## config.mk

```make
export PLATFORM = sky130hd
export DESIGN_NAME = mem_add_sequencer
export DESIGN_NICKNAME = d
export VERILOG_FILES = /design/src/rtl/mem_seq_pkg.sv /design/src/rtl/mem_seq_idx_cnt.sv /design/src/rtl/mem_add_sequencer.sv
export SDC_FILE = /design/constraint.sdc
export NUM_CORES = 1
export LEC_CHECK = 0
export ABC_CLOCK_PERIOD_IN_PS = 3570
export CORE_MARGIN = 1.5
export CORE_UTILIZATION = 40
export CTS_BUF_LIST = sky130_fd_sc_hd__clkbuf_4
export DETAILED_ROUTE_END_ITERATION = 6
export MAX_ROUTING_LAYER = met4
export PLACE_DENSITY = 0.68
export SETUP_SLACK_MARGIN = 0.4
export SLEW_MARGIN = 20
export SYNTH_ARGS = -nofsm -noshare
export SYNTH_HDL_FRONTEND = slang
export SYNTH_SLANG_ARGS = --single-unit
```

## constraint.sdc

```tcl
create_clock -name clk -period 3.57 [get_ports clk]
set_input_delay 0.714 -clock clk [delete_from_list [all_inputs] [get_ports clk]]
set_output_delay 0.714 -clock clk [all_outputs]
set_load 0.03 [all_outputs]
```

## src/rtl/mem_seq_pkg.sv

```systemverilog
// ----------------------------------------------------------------------------
// mem_seq_pkg
//   Shared definitions for the MemX/MemY vector-add sequencer:
//   default widths/latency and the sequencer state encoding.
// ----------------------------------------------------------------------------
package mem_seq_pkg;

   localparam int DEF_ADDR_W     = 4;
   localparam int DEF_LEN_W      = 5;
   localparam int DEF_MEM_RD_LAT = 1;

   typedef enum logic [2:0] {
      IDLE,
      RD,
      WAIT,
      WR,
      DONE
   } seqState_t;

endpackage

```

## src/rtl/mem_seq_idx_cnt.sv

```systemverilog
// ----------------------------------------------------------------------------
// mem_seq_idx_cnt
//   Element index counter for the vector-add sequencer. On load it captures
//   the three base addresses and the job length and restarts the index at 0.
//   It produces the wrapped element addresses base+idx and flags the last
//   element of the job.
//
// Ports
//   clk, rst_n         clock, asynchronous active-low reset (index only)
//   load               capture bases/length, idx <= 0
//   adv                step to the next element
//   baseX/baseY/baseD  read X, read Y and destination base addresses
//   lenIn              job length
//   addrX/addrY/addrD  base + idx, modulo 2^ADDR_W
//   isLast             idx == len-1
// ----------------------------------------------------------------------------
module mem_seq_idx_cnt
   import mem_seq_pkg::*;
#(
   parameter int ADDR_W = DEF_ADDR_W,
   parameter int LEN_W  = DEF_LEN_W
) (
   input  logic              clk,
   input  logic              rst_n,
   input  logic              load,
   input  logic              adv,
   input  logic [ADDR_W-1:0] baseX,
   input  logic [ADDR_W-1:0] baseY,
   input  logic [ADDR_W-1:0] baseD,
   input  logic [LEN_W-1:0]  lenIn,
   output logic [ADDR_W-1:0] addrX,
   output logic [ADDR_W-1:0] addrY,
   output logic [ADDR_W-1:0] addrD,
   output logic              isLast
);

   logic [LEN_W-1:0]  idx;
   logic [LEN_W-1:0]  lenQ;
   logic [ADDR_W-1:0] baseXQ;
   logic [ADDR_W-1:0] baseYQ;
   logic [ADDR_W-1:0] baseDQ;

   // Job parameters are plain data: captured on load, never reset.
   always_ff @(posedge clk) begin
      if (load) begin
         baseXQ <= baseX;
         baseYQ <= baseY;
         baseDQ <= baseD;
         lenQ   <= lenIn;
      end
   end

   always_ff @(posedge clk or negedge rst_n) begin
      if (!rst_n) begin
         idx <= '0;
      end else if (load) begin
         idx <= '0;
      end else if (adv) begin
         idx <= idx + 1'b1;
      end
   end

   // Sums are truncated to ADDR_W bits so addresses wrap around the memory.
   assign addrX  = baseXQ + ADDR_W'(idx);
   assign addrY  = baseYQ + ADDR_W'(idx);
   assign addrD  = baseDQ + ADDR_W'(idx);
   assign isLast = (idx == (lenQ - 1'b1));

endmodule

```

## src/rtl/mem_add_sequencer.sv

```systemverilog
// ----------------------------------------------------------------------------
// mem_add_sequencer
//   Sequences the MemX/MemY address generator and adder datapath for block
//   vector-add jobs: for each element i it reads MemX[src_x+i], MemY[src_y+i]
//   and writes the sum to MemX or MemY at dst+i. Tracks datapath overflow
//   per job and supports early abort.
//
// Ports
//   clk, rst_n                    clock, asynchronous active-low reset
//   start, abort                  job request / early termination
//   src_base_x, src_base_y        first read addresses
//   dst_base, len, dst_sel        first write address, element count, target
//   mem_overflow_in               datapath overflow flag
//   read_addressX/Y               read addresses to the datapath
//   write_addressX/Y              write addresses to the datapath
//   write_X_enable/write_Y_enable result write strobes (never both)
//   busy, done, aborted           job status
//   ovf_sticky, ovf_count         per-job overflow tracking
// ----------------------------------------------------------------------------
module mem_add_sequencer
   import mem_seq_pkg::*;
#(
   parameter int ADDR_W     = DEF_ADDR_W,
   parameter int LEN_W      = DEF_LEN_W,
   parameter int MEM_RD_LAT = DEF_MEM_RD_LAT
) (
   input  logic              clk,
   input  logic              rst_n,
   input  logic              start,
   input  logic              abort,
   input  logic [ADDR_W-1:0] src_base_x,
   input  logic [ADDR_W-1:0] src_base_y,
   input  logic [ADDR_W-1:0] dst_base,
   input  logic [LEN_W-1:0]  len,
   input  logic              dst_sel,
   input  logic              mem_overflow_in,
   output logic [ADDR_W-1:0] read_addressX,
   output logic [ADDR_W-1:0] read_addressY,
   output logic [ADDR_W-1:0] write_addressX,
   output logic [ADDR_W-1:0] write_addressY,
   output logic              write_X_enable,
   output logic              write_Y_enable,
   output logic              busy,
   output logic              done,
   output logic              aborted,
   output logic              ovf_sticky,
   output logic [LEN_W-1:0]  ovf_count
);

   localparam int WAIT_W = (MEM_RD_LAT > 1) ? $clog2(MEM_RD_LAT) : 1;
   localparam logic [WAIT_W-1:0] WAIT_LAST = WAIT_W'(MEM_RD_LAT - 1);

   seqState_t         state;
   seqState_t         nextState;
   logic [WAIT_W-1:0] waitCnt;
   logic              waitDone;
   logic              accept;
   logic              dstSelQ;
   logic              isLast;
   logic              advIdx;
   logic [ADDR_W-1:0] addrX;
   logic [ADDR_W-1:0] addrY;
   logic [ADDR_W-1:0] addrD;

   function automatic logic [LEN_W-1:0] satInc(input logic [LEN_W-1:0] v);
      return (&v) ? v : v + 1'b1;
   endfunction

   assign accept   = (state == IDLE) && start;
   assign waitDone = (waitCnt == WAIT_LAST);
   assign advIdx   = (state == WR) && !isLast && !abort;
   assign busy     = (state != IDLE);

   mem_seq_idx_cnt #(
      .ADDR_W (ADDR_W),
      .LEN_W  (LEN_W)
   ) uIdxCnt (
      .clk    (clk),
      .rst_n  (rst_n),
      .load   (accept),
      .adv    (advIdx),
      .baseX  (src_base_x),
      .baseY  (src_base_y),
      .baseD  (dst_base),
      .lenIn  (len),
      .addrX  (addrX),
      .addrY  (addrY),
      .addrD  (addrD),
      .isLast (isLast)
   );

   always_ff @(posedge clk or negedge rst_n) begin
      if (!rst_n) begin
         state <= IDLE;
      end else begin
         state <= nextState;
      end
   end

   // Counts the read-latency cycles spent in WAIT for the current element.
   always_ff @(posedge clk or negedge rst_n) begin
      if (!rst_n) begin
         waitCnt <= '0;
      end else if (state == WAIT) begin
         waitCnt <= waitCnt + 1'b1;
      end else begin
         waitCnt <= '0;
      end
   end

   always_ff @(posedge clk) begin
      if (accept) begin
         dstSelQ <= dst_sel;
      end
   end

   // Status flags are cleared by an accepted start and then only accumulate,
   // so they stay readable after done until the next job begins.
   always_ff @(posedge clk or negedge rst_n) begin
      if (!rst_n) begin
         ovf_sticky <= 1'b0;
         ovf_count  <= '0;
         aborted    <= 1'b0;
      end else if (accept) begin
         ovf_sticky <= 1'b0;
         ovf_count  <= '0;
         aborted    <= 1'b0;
      end else begin
         if ((state == WR) && mem_overflow_in) begin
            ovf_sticky <= 1'b1;
            ovf_count  <= satInc(ovf_count);
         end
         if (abort && ((state == RD) || (state == WAIT) || (state == WR))) begin
            aborted <= 1'b1;
         end
      end
   end

   always_comb begin
      nextState      = state;
      read_addressX  = '0;
      read_addressY  = '0;
      write_addressX = '0;
      write_addressY = '0;
      write_X_enable = 1'b0;
      write_Y_enable = 1'b0;
      done           = 1'b0;
      unique case (state)
         IDLE: begin
            if (start) begin
               nextState = (len == '0) ? DONE : RD;
            end
         end
         RD: begin
            read_addressX = addrX;
            read_addressY = addrY;
            nextState     = abort ? DONE : WAIT;
         end
         WAIT: begin
            read_addressX = addrX;
            read_addressY = addrY;
            if (abort) begin
               nextState = DONE;
            end else if (waitDone) begin
               nextState = WR;
            end
         end
         WR: begin
            // An abort seen here still lets this element's write complete.
            read_addressX  = addrX;
            read_addressY  = addrY;
            write_addressX = addrD;
            write_addressY = addrD;
            write_X_enable = !dstSelQ;
            write_Y_enable = dstSelQ;
            nextState      = (abort || isLast) ? DONE : RD;
         end
         DONE: begin
            done      = 1'b1;
            nextState = IDLE;
         end
         default: nextState = IDLE;
      endcase
   end

endmodule

```

Yosys cells after proc, flatten, opt, wreduce, memory -nomap -nowiden
Index checks and enable logic that the tools add are counted.
{ "totals": {"regBits": 34, "input_bits": 23, "output_inout_bits": 27, "elab_cells": 70} }
{ "classes": {"n_addsub": 7, "n_eq_ne": 8, "n_mux": 23, "reduce_logical": 21} }
{ "ops": {"columns": ["cell", "n"], "rows": [
  ["$mux 5", 5],
  ["$mux 3", 6],
  ["$add 4x4->4", 3],
  ["$mux 4", 3],
  ["$pmux 3 s4", 1],
  ["$add 5x1->5 const B", 2],
  ["$mux 1", 8],
  ["$eq 3x2->1 const B", 2],
  ["$reduce_bool 2->1", 3],
  ["$eq 5x5->1", 1],
  ["$logic_and 1x1->1", 5],
  ["$logic_not 5->1", 1],
  ["$reduce_and 5->1", 1],
  ["$sub 5x1->5 const B", 1],
  ["$ne 2x2->1 const B", 2],
  ["$reduce_and 2->1", 2],
  ["$eq 3x1->1 const B", 1],
  ["$eq 3x3->1 const B", 1],
  ["$logic_not 1->1", 3],
  ["$logic_not 3->1", 1],
  ["$logic_or 1x1->1", 3],
  ["$ne 3x3->1 const B", 1],
  ["$reduce_bool 3->1", 1],
  ["$reduce_or 3->1", 1],
  ["$add 1x1->1 const B", 1]
]} }

Longest topological paths before layout
Gate-level depths: netlist of the first run.
{ "depth": {"word_depth": 7, "ltp_mapped": 7, "depth_no_buf": 7} }

Hierarchy
A second synthesis of the first run with hierarchy kept.
{ "hier_totals": {"hier_cells": 174, "area_unflattened_um2": 1956.9} }
{ "modules_own_cells": {"columns": ["mod", "n_inst", "cells_each", "area_per_inst_um2", "seq_area_each_um2"], "rows": [
  ["mem_seq_idx_cnt", 1, 91, 1187.4, 635.6],
  ["mem_add_sequencer", 1, 83, 769.5, 305.3]
]} }

Worst setup path before layout of the first run
OpenSTA, ideal clock, no wires.
{ "synth_timing": {"path_kind": "register to output", "start": "reg uIdxCnt.idx[1]", "end": "out write_addressY[3]", "arrival_ns": 1.872, "required_ns": 2.856, "setup_slack_ns": 0.984, "stages_incl_launch_ff": 7, "n_path_buf": 1, "cell_sequence": "dfrtp_1 > ha_1 > a21o_1 > a21oi_1 > xnor2_1 > nor2_1 > buf_4"} }
{ "synth_between": {"elab_chain_len": 2} }
{ "synth_lines": {"columns": ["item", "line_no", "text"], "rows": [
  ["start, declared", "mem_seq_idx_cnt.sv:37", "logic [LEN_W-1:0] idx;"],
  ["start signal, assigned", "mem_seq_idx_cnt.sv:59", "idx <= idx + 1'b1;"],
  ["$add 4x4->4", "mem_seq_idx_cnt.sv:66", "assign addrD = baseDQ + ADDR_W'(idx);"],
  ["$mux 4", null, null],
  ["end, declared", "mem_add_sequencer.sv:40", "output logic [ADDR_W-1:0] write_addressY,"]
]} }
No other way between the ends.

Final worst setup path of the first run
{ "layout_timing": {"start": "reg uIdxCnt.idx[0]", "end": "out read_addressY[2]"} }
{ "layout_between": {"elab_chain_len": 2} }
{ "layout_lines": {"columns": ["item", "line_no", "text"], "rows": [
  ["$add 4x4->4", "mem_seq_idx_cnt.sv:65", "assign addrY = baseYQ + ADDR_W'(idx);"],
  ["$mux 4", "mem_add_sequencer.sv:148", "unique case (state)"],
  ["end, declared", "mem_add_sequencer.sv:38", "output logic [ADDR_W-1:0] read_addressY,"]
]} }
No other way between the ends.

==> flow_summary_export.csv, run 1 <==
group,metric,value,unit
worst_setup_path,reg2reg_from,"uIdxCnt.lenQ[0]$_DFFE_PP_",
route,wirelength,3940,um
route,drcViolationCount,0,
timing,period_needed,3.05,ns
worst_setup_path,critical_path.top_delay_family,"buffers and inverters",
yosys,synth_area_per_cell,11.2,um^2
placed_design,post-place-ws,0.711,ns
cts,cts_buffers,5,
yosys,mappedNetlistArea,0.00190,mm^2
placed_design,dp_hpwl,2970,um
route,antenna_left,0,
cts,htreeDepth,2,
yosys,ys_ff_latch,34,
yosys,synth-edff-count,18,
pwr,power_density,664,mW/mm^2
timing,finalHoldViolCount,0,
worst_setup_path,endpoint_kind,"output port",
placed_design,place.gp.congestion,0.781,
timing,worst_slack,0.520,ns
floorplanning,num_rows,24,
final_layout,drive_gt1_share,6.39,%
route,dr.pass1.iters,2,
floorplanning,die-area,0.00517,mm^2
timing,finalMaxSlewViolations,0,
yosys,synth.area.top_cells,"edfxtp_1, dfrtp_1, ha_1, xnor2_1, nor2_1",
cts,cts_tree,"yes",
yosys,yosysTopAreaCell,"edfxtp_1",
global_routing,grt_pass1_vias,1406,
timing,tightest_slew,0.762,ns
worst_setup_path,critPathSlowestCell,"clkdlybuf4s50_1",
floorplanning,initial_core_util,42.4,%
yosys,synth-async-reset-ratio,47.1,%
cts,clock_latency,0.34,ns
final_layout,final_cell_mix,"clkdlybuf4s50_1, nor2_1, edfxtp_1",
final_layout,num_antenna_cells,0,
timing,fmax,328,MHz
final_layout,nets,257,
final_layout,fillers,395,
yosys,synth_cell_types,39,
pwr,vdd_drop_max,363,uV
yosys,ys_seq_area_share,49.6,%
global_routing,track_usage,17.3,%
floorplanning,dieHeight,71.9,um
timing,finClkSkew,0.0104,ns
worst_setup_path,startpoint_type,"flip-flop",
timing,finalCritPeriodShare,85.4,%
min_path,hold_start,"waitCnt$_DFF_PN0_",
worst_setup_path,cp_max_fo,8,
yosys,synth_top_area_share,28.5,%
worst_setup_path,required,2.86,ns
pwr,p_leak,1.12,nW
worst_setup_path,crit_chain,"ha_1, fa_1, xnor2_1, nor2_1, clkdlybuf4s50_1",
worst_setup_path,worstPathArrival,2.34,ns
cts,cts_hold_buf,0,
yosys,syn-instance-count,169,
worst_setup_path,slowest_delay,0.67,ns
route,dr_total_vias,1376,
status,status,"complete, no violations",
timing,setup_viol,0,
placed_design,port_buffers,49,
route,drtIter0Drc,28,
min_path,min_path_type,"reg2reg",
floorplanning,core_area,0.00447,mm^2
yosys,synth_nets,208,
global_routing,grt_max_degree,17,
final_layout,mostFrequentLayoutCell,"clkdlybuf4s50_1",
cts,cts.sinks,34,
timing,tns,0,ns
global_routing,grt_overflow,0,
route,wl_per_cell,14.5,um
floorplanning,die_w,71.9,um
cts,root_buffer,"clkbuf_4",
worst_setup_path,path_buf_inv,1,
floorplanning,io_pins,50,
global_routing,grt_pass1_wl,6520,um
cts,clk_pin_slew,0.10,ns
worst_setup_path,startpoint,"uIdxCnt.idx[0]$_DFFE_PN0P_",
yosys,synth_flop_cell,"edfxtp_1",
flow_run,drv_cap,0,
worst_setup_path,crit_type,"reg2out",
yosys,yosysWarnings,0,
route,routed_via_density,5.08,
timing,slew_headroom,49.0,%
timing,rsz0062_at_grt,"false",
final_layout,syn_to_final_growth,30.8,%
cts,clockBufferDepth,2,
global_routing,antenna_found_initial,0,
[final cells by class]
cell class	instances	area (um^2)	area share, %
clock inverters	2	8.76	0.353
repair buffers	50	513	20.7
inverters	8	30.0	1.21
multi-input cells	119	877	35.3
well taps	52	65.1	2.62
clock buffers	6	45.0	1.81
flip-flops and latches	34	943	38.0
[Yosys cell counts (2+ instances only)]
cell      number
a21o_1         3
o21ai_0        3
xnor2_1       13
a31oi_1        2
inv_1          8
a21oi_1        5
nor3_1         5
nand2_1       13
buf_4          5
dfrtp_1       16
nor2b_1        2
nor2_1        20
xor2_1         5
clkbuf_1       2
and2_1         7
nor4_1         2
ha_1          13
nand4_1        2
mux2i_1        4
edfxtp_1      18
fa_1           3
[metrics by stage]
step	area, um^2	total power [mW]	utilization, %	std cells	hold slack [ns]
floorplan	1900	1.14	-	169	0.409
global placement	2410	1.44	53.9	263	0.424
detailed placement	2410	1.45	53.9	263	0.433
CTS	2470	1.67	55.1	271	0.446
global route	2480	1.77	55.5	271	0.477
finish	2480	1.65	55.5	271	0.444
[power breakdown]
group | internal (mW) | total [mW] | leakage, nW | switching [mW]
combinational | 0.342 | 0.804 | 0.705 | 0.461
clock | 0.0815 | 0.210 | 0.0331 | 0.128
sequential | 0.527 | 0.634 | 0.382 | 0.106
[timing repair]
action,CTS,global route
setup endpoints to repair,4,11
resized for setup,1,7
buffers inserted,0,0
[registers in the layout, summed over array words and instances, names as in the netlist]
register	cells
uIdxCnt.baseYQ	4
waitCnt	1
uIdxCnt.lenQ	5
dstSelQ	1
ovf_sticky	1
aborted	1
ovf_count	5
state	3
uIdxCnt.baseXQ	4
uIdxCnt.baseDQ	4
uIdxCnt.idx	5
[logic make-up after synthesis]
logic type,share of synthesized area [%]
adders and majority gates,11.7
AOI/OAI and AO/OA,6.33
and+or+nand+nor,16.9
DFF,49.6
muxes,2.90
xor gates and xnor gates,8.31
buffers and inverters,4.22
[worst paths after layout]
check / slack [ns] / endpoint / depth (start not counted)
min in group asynchronous: 0.81 / ovf_count[2]$_DFFE_PN0P_ / 1
max in group asynchronous: 2.23 / uIdxCnt.idx[0]$_DFFE_PN0P_ / 1
hold / removal: 0.44 / waitCnt$_DFF_PN0_ / 1
hold reg to reg: 0.44 / waitCnt$_DFF_PN0_ / 1
setup reg to reg: 1.24 / uIdxCnt.idx[1]$_DFFE_PN0P_ / 7
setup / recovery: 0.52 / read_addressY[2] / 5
[per-layer routing]
layer	vias up	routed length [um]	GRT usage (%)
met5	-	0	-
met3	7	171	4.78
met1	658	1830	22.1
met2	33	1880	26.7
met4	0	56	5.66
li1	678	-	-
Power figures use the tool's default switching activity.
==> run 2, diff against run 1 <==
--- a/config.mk
+++ b/config.mk
@@ -7,11 +7,11 @@
 export LEC_CHECK = 0
 export ABC_CLOCK_PERIOD_IN_PS = 3570
 export CORE_MARGIN = 1.5
-export CORE_UTILIZATION = 40
+export CORE_UTILIZATION = 54
 export CTS_BUF_LIST = sky130_fd_sc_hd__clkbuf_4
 export DETAILED_ROUTE_END_ITERATION = 6
 export MAX_ROUTING_LAYER = met4
-export PLACE_DENSITY = 0.68
+export PLACE_DENSITY = 0.88
 export SETUP_SLACK_MARGIN = 0.4
 export SLEW_MARGIN = 20
 export SYNTH_ARGS = -nofsm -noshare
==> run 2 against run 1 <==
  * Sequential share of layout area grew 0.27 points
  * Die area shrank 25%
  * Routed wire length grew 7.5%
  * Sequential cell count is the same
  * Combinational power grew 1%
  * Total power grew 0.53%
  * Register-to-register slack is essentially flat
  * Worst setup slack lost 0.039 ns
  * Clock power shrank 2%
  * Critical path type unchanged
  * Largest cell class unchanged
==> flow_summary_export.csv, run 2 (synthesis gave the netlist of run 1 again) <==
group,metric,value,unit
status,status,"complete, no violations",
cts,cts_tree,"yes",
global_routing,use_met3,4.71,%
cts,cts.sinks,34,
timing,period_needed,3.09,ns
timing,finalMaxSlewViolations,0,
pwr,vdd_drop_max,357,uV
timing,tns,0,ns
placed_design,place.gp.congestion,0.919,
timing,fmax,324,MHz
worst_setup_path,cp_max_fo,8,
global_routing,grt_max_degree,17,
timing,setup_viol,0,
worst_setup_path,worstPathArrival,2.37,ns
floorplanning,dieHeight,62.3,um
route,routed_via_density,5.50,
cts,postCtsSetupBuffers,0,
route,antenna_left,0,
pwr,p_leak,1.08,nW
global_routing,grt_overflow,0,
worst_setup_path,startpoint_type,"flip-flop",
route,dr_total_vias,1457,
route,dr.pass1.iters,4,
global_routing,use_met1,26.6,%
pwr,power_density,672,mW/mm^2
final_layout,final_cell_mix,"clkdlybuf4s50_1, nor2_1, edfxtp_1",
min_path,min_path_type,"reg2reg",
final_layout,nets,257,
timing,slew_headroom,53.1,%
placed_design,port_buffers,49,
global_routing,grt_pass1_wl,6840,um
global_routing,antenna_found_initial,0,
route,wirelength,4230,um
final_layout,drive_gt1_share,6.39,%
cts,root_buffer,"clkbuf_4",
floorplanning,num_rows,21,
route,drcViolationCount,0,
cts,htreeDepth,2,
worst_setup_path,crit_type,"reg2out",
final_layout,num_antenna_cells,0,
final_layout,fillers,280,
cts,clk_pin_slew,0.10,ns
timing,finalHoldViolCount,0,
worst_setup_path,required,2.86,ns
floorplanning,core_area,0.00336,mm^2
global_routing,grt_pass1_vias,1469,
cts,clockBufferDepth,2,
timing,rsz0062_at_grt,"false",
timing,tightest_slew,0.701,ns
floorplanning,initial_core_util,56.4,%
route,wl_per_cell,16.0,um
timing,finClkSkew,0.0122,ns
final_layout,syn_to_final_growth,29.9,%
flow_run,drv_cap,0,
final_layout,postLayoutCoreUtil,73.3,%
timing,finalCritPeriodShare,86.5,%
cts,clock_latency,0.33,ns
floorplanning,io_pins,50,
floorplanning,die-area,0.00388,mm^2
worst_setup_path,endpoint_kind,"output port",
route,drtIter0Drc,57,
placed_design,dp_hpwl,3100,um
cts,cts_buffers,5,
global_routing,grtUsageMet2,40.8,%
final_layout,reg_top3,"ovf_count x5, uIdxCnt.idx x5, uIdxCnt.lenQ x5",
floorplanning,die_w,62.3,um
global_routing,busiest_layer,"met2",
final_layout,mostFrequentLayoutCell,"clkdlybuf4s50_1",
global_routing,track_usage,23.6,%
## run 2: changes by cell type in the layout (fill, tap and decap cells not counted)
cell | previous run | this run
dlygate4sd2_1 | 0 | 2
clkdlybuf4s50_1 | 43 | 44
dlymetal6s2s_1 | 6 | 3
## run 2: routing by layer
layer  wire, um  vias to the layer above
met5          0                        -
met1       1610                      710
met4         64                        0
met3        262                        6
met2       2300                       57
li1           -                      684
## run 2: critical path: stages (launching register included)
cell and delay [ns]:
dfrtp_2 0.49, ha_1 0.24, fa_1 0.49, and2_1 0.14, clkdlybuf4s50_1 0.68
## run 2: per-stage QoR
stage	instance area, um^2	hold WS [ns]	setup slack, ns	cells	power (mW)
floorplan	1900	0.409	0.984	169	1.14
global placement	2400	0.419	0.788	257	1.42
detailed placement	2400	0.426	0.778	257	1.46
CTS	2460	0.440	0.483	265	1.67
global route	2460	0.455	0.412	265	1.75
finish	2460	0.436	0.482	265	1.66
## run 2: final cells by class
cell class / count / area [um^2] / area share [%]
sequential: 34 / 943 / 38.3
multi-input combinational: 119 / 877 / 35.6
timing repair buffer: 50 / 503 / 20.4
tap: 46 / 57.6 / 2.34
clock buffer: 6 / 45.0 / 1.83
inverter: 8 / 30.0 / 1.22
clock inverter: 2 / 8.76 / 0.355
## run 2: final timing paths
| path | startpoint | end | slack, ns | cells after the start |
|---|---|---|---|---|
| min | waitCnt$_DFF_PN0_ | waitCnt$_DFF_PN0_ | 0.44 | 1 |
| max reg2reg | uIdxCnt.lenQ[0]$_DFFE_PP_ | uIdxCnt.idx[1]$_DFFE_PN0P_ | 1.25 | 7 |
| min in group asynchronous | rst_n | uIdxCnt.idx[0]$_DFFE_PN0P_ | 0.79 | 1 |
| max in group asynchronous | rst_n | uIdxCnt.idx[1]$_DFFE_PN0P_ | 2.30 | 1 |
| max | uIdxCnt.idx[0]$_DFFE_PN0P_ | write_addressX[1] | 0.48 | 4 |
| min reg2reg | waitCnt$_DFF_PN0_ | waitCnt$_DFF_PN0_ | 0.44 | 1 |
## run 2: where the power goes
part / switching (mW) / internal [mW] / total [mW]
logic: 0.472 / 0.343 / 0.815
clock network: 0.124 / 0.0815 / 0.205
registers: 0.108 / 0.527 / 0.635
## run 2: repair_timing
action | 4_1_cts | 5_1_grt
resized for setup | 4 | 3
hold buffers | 0 | 0
endpoints found under the setup margin | 5 | 3
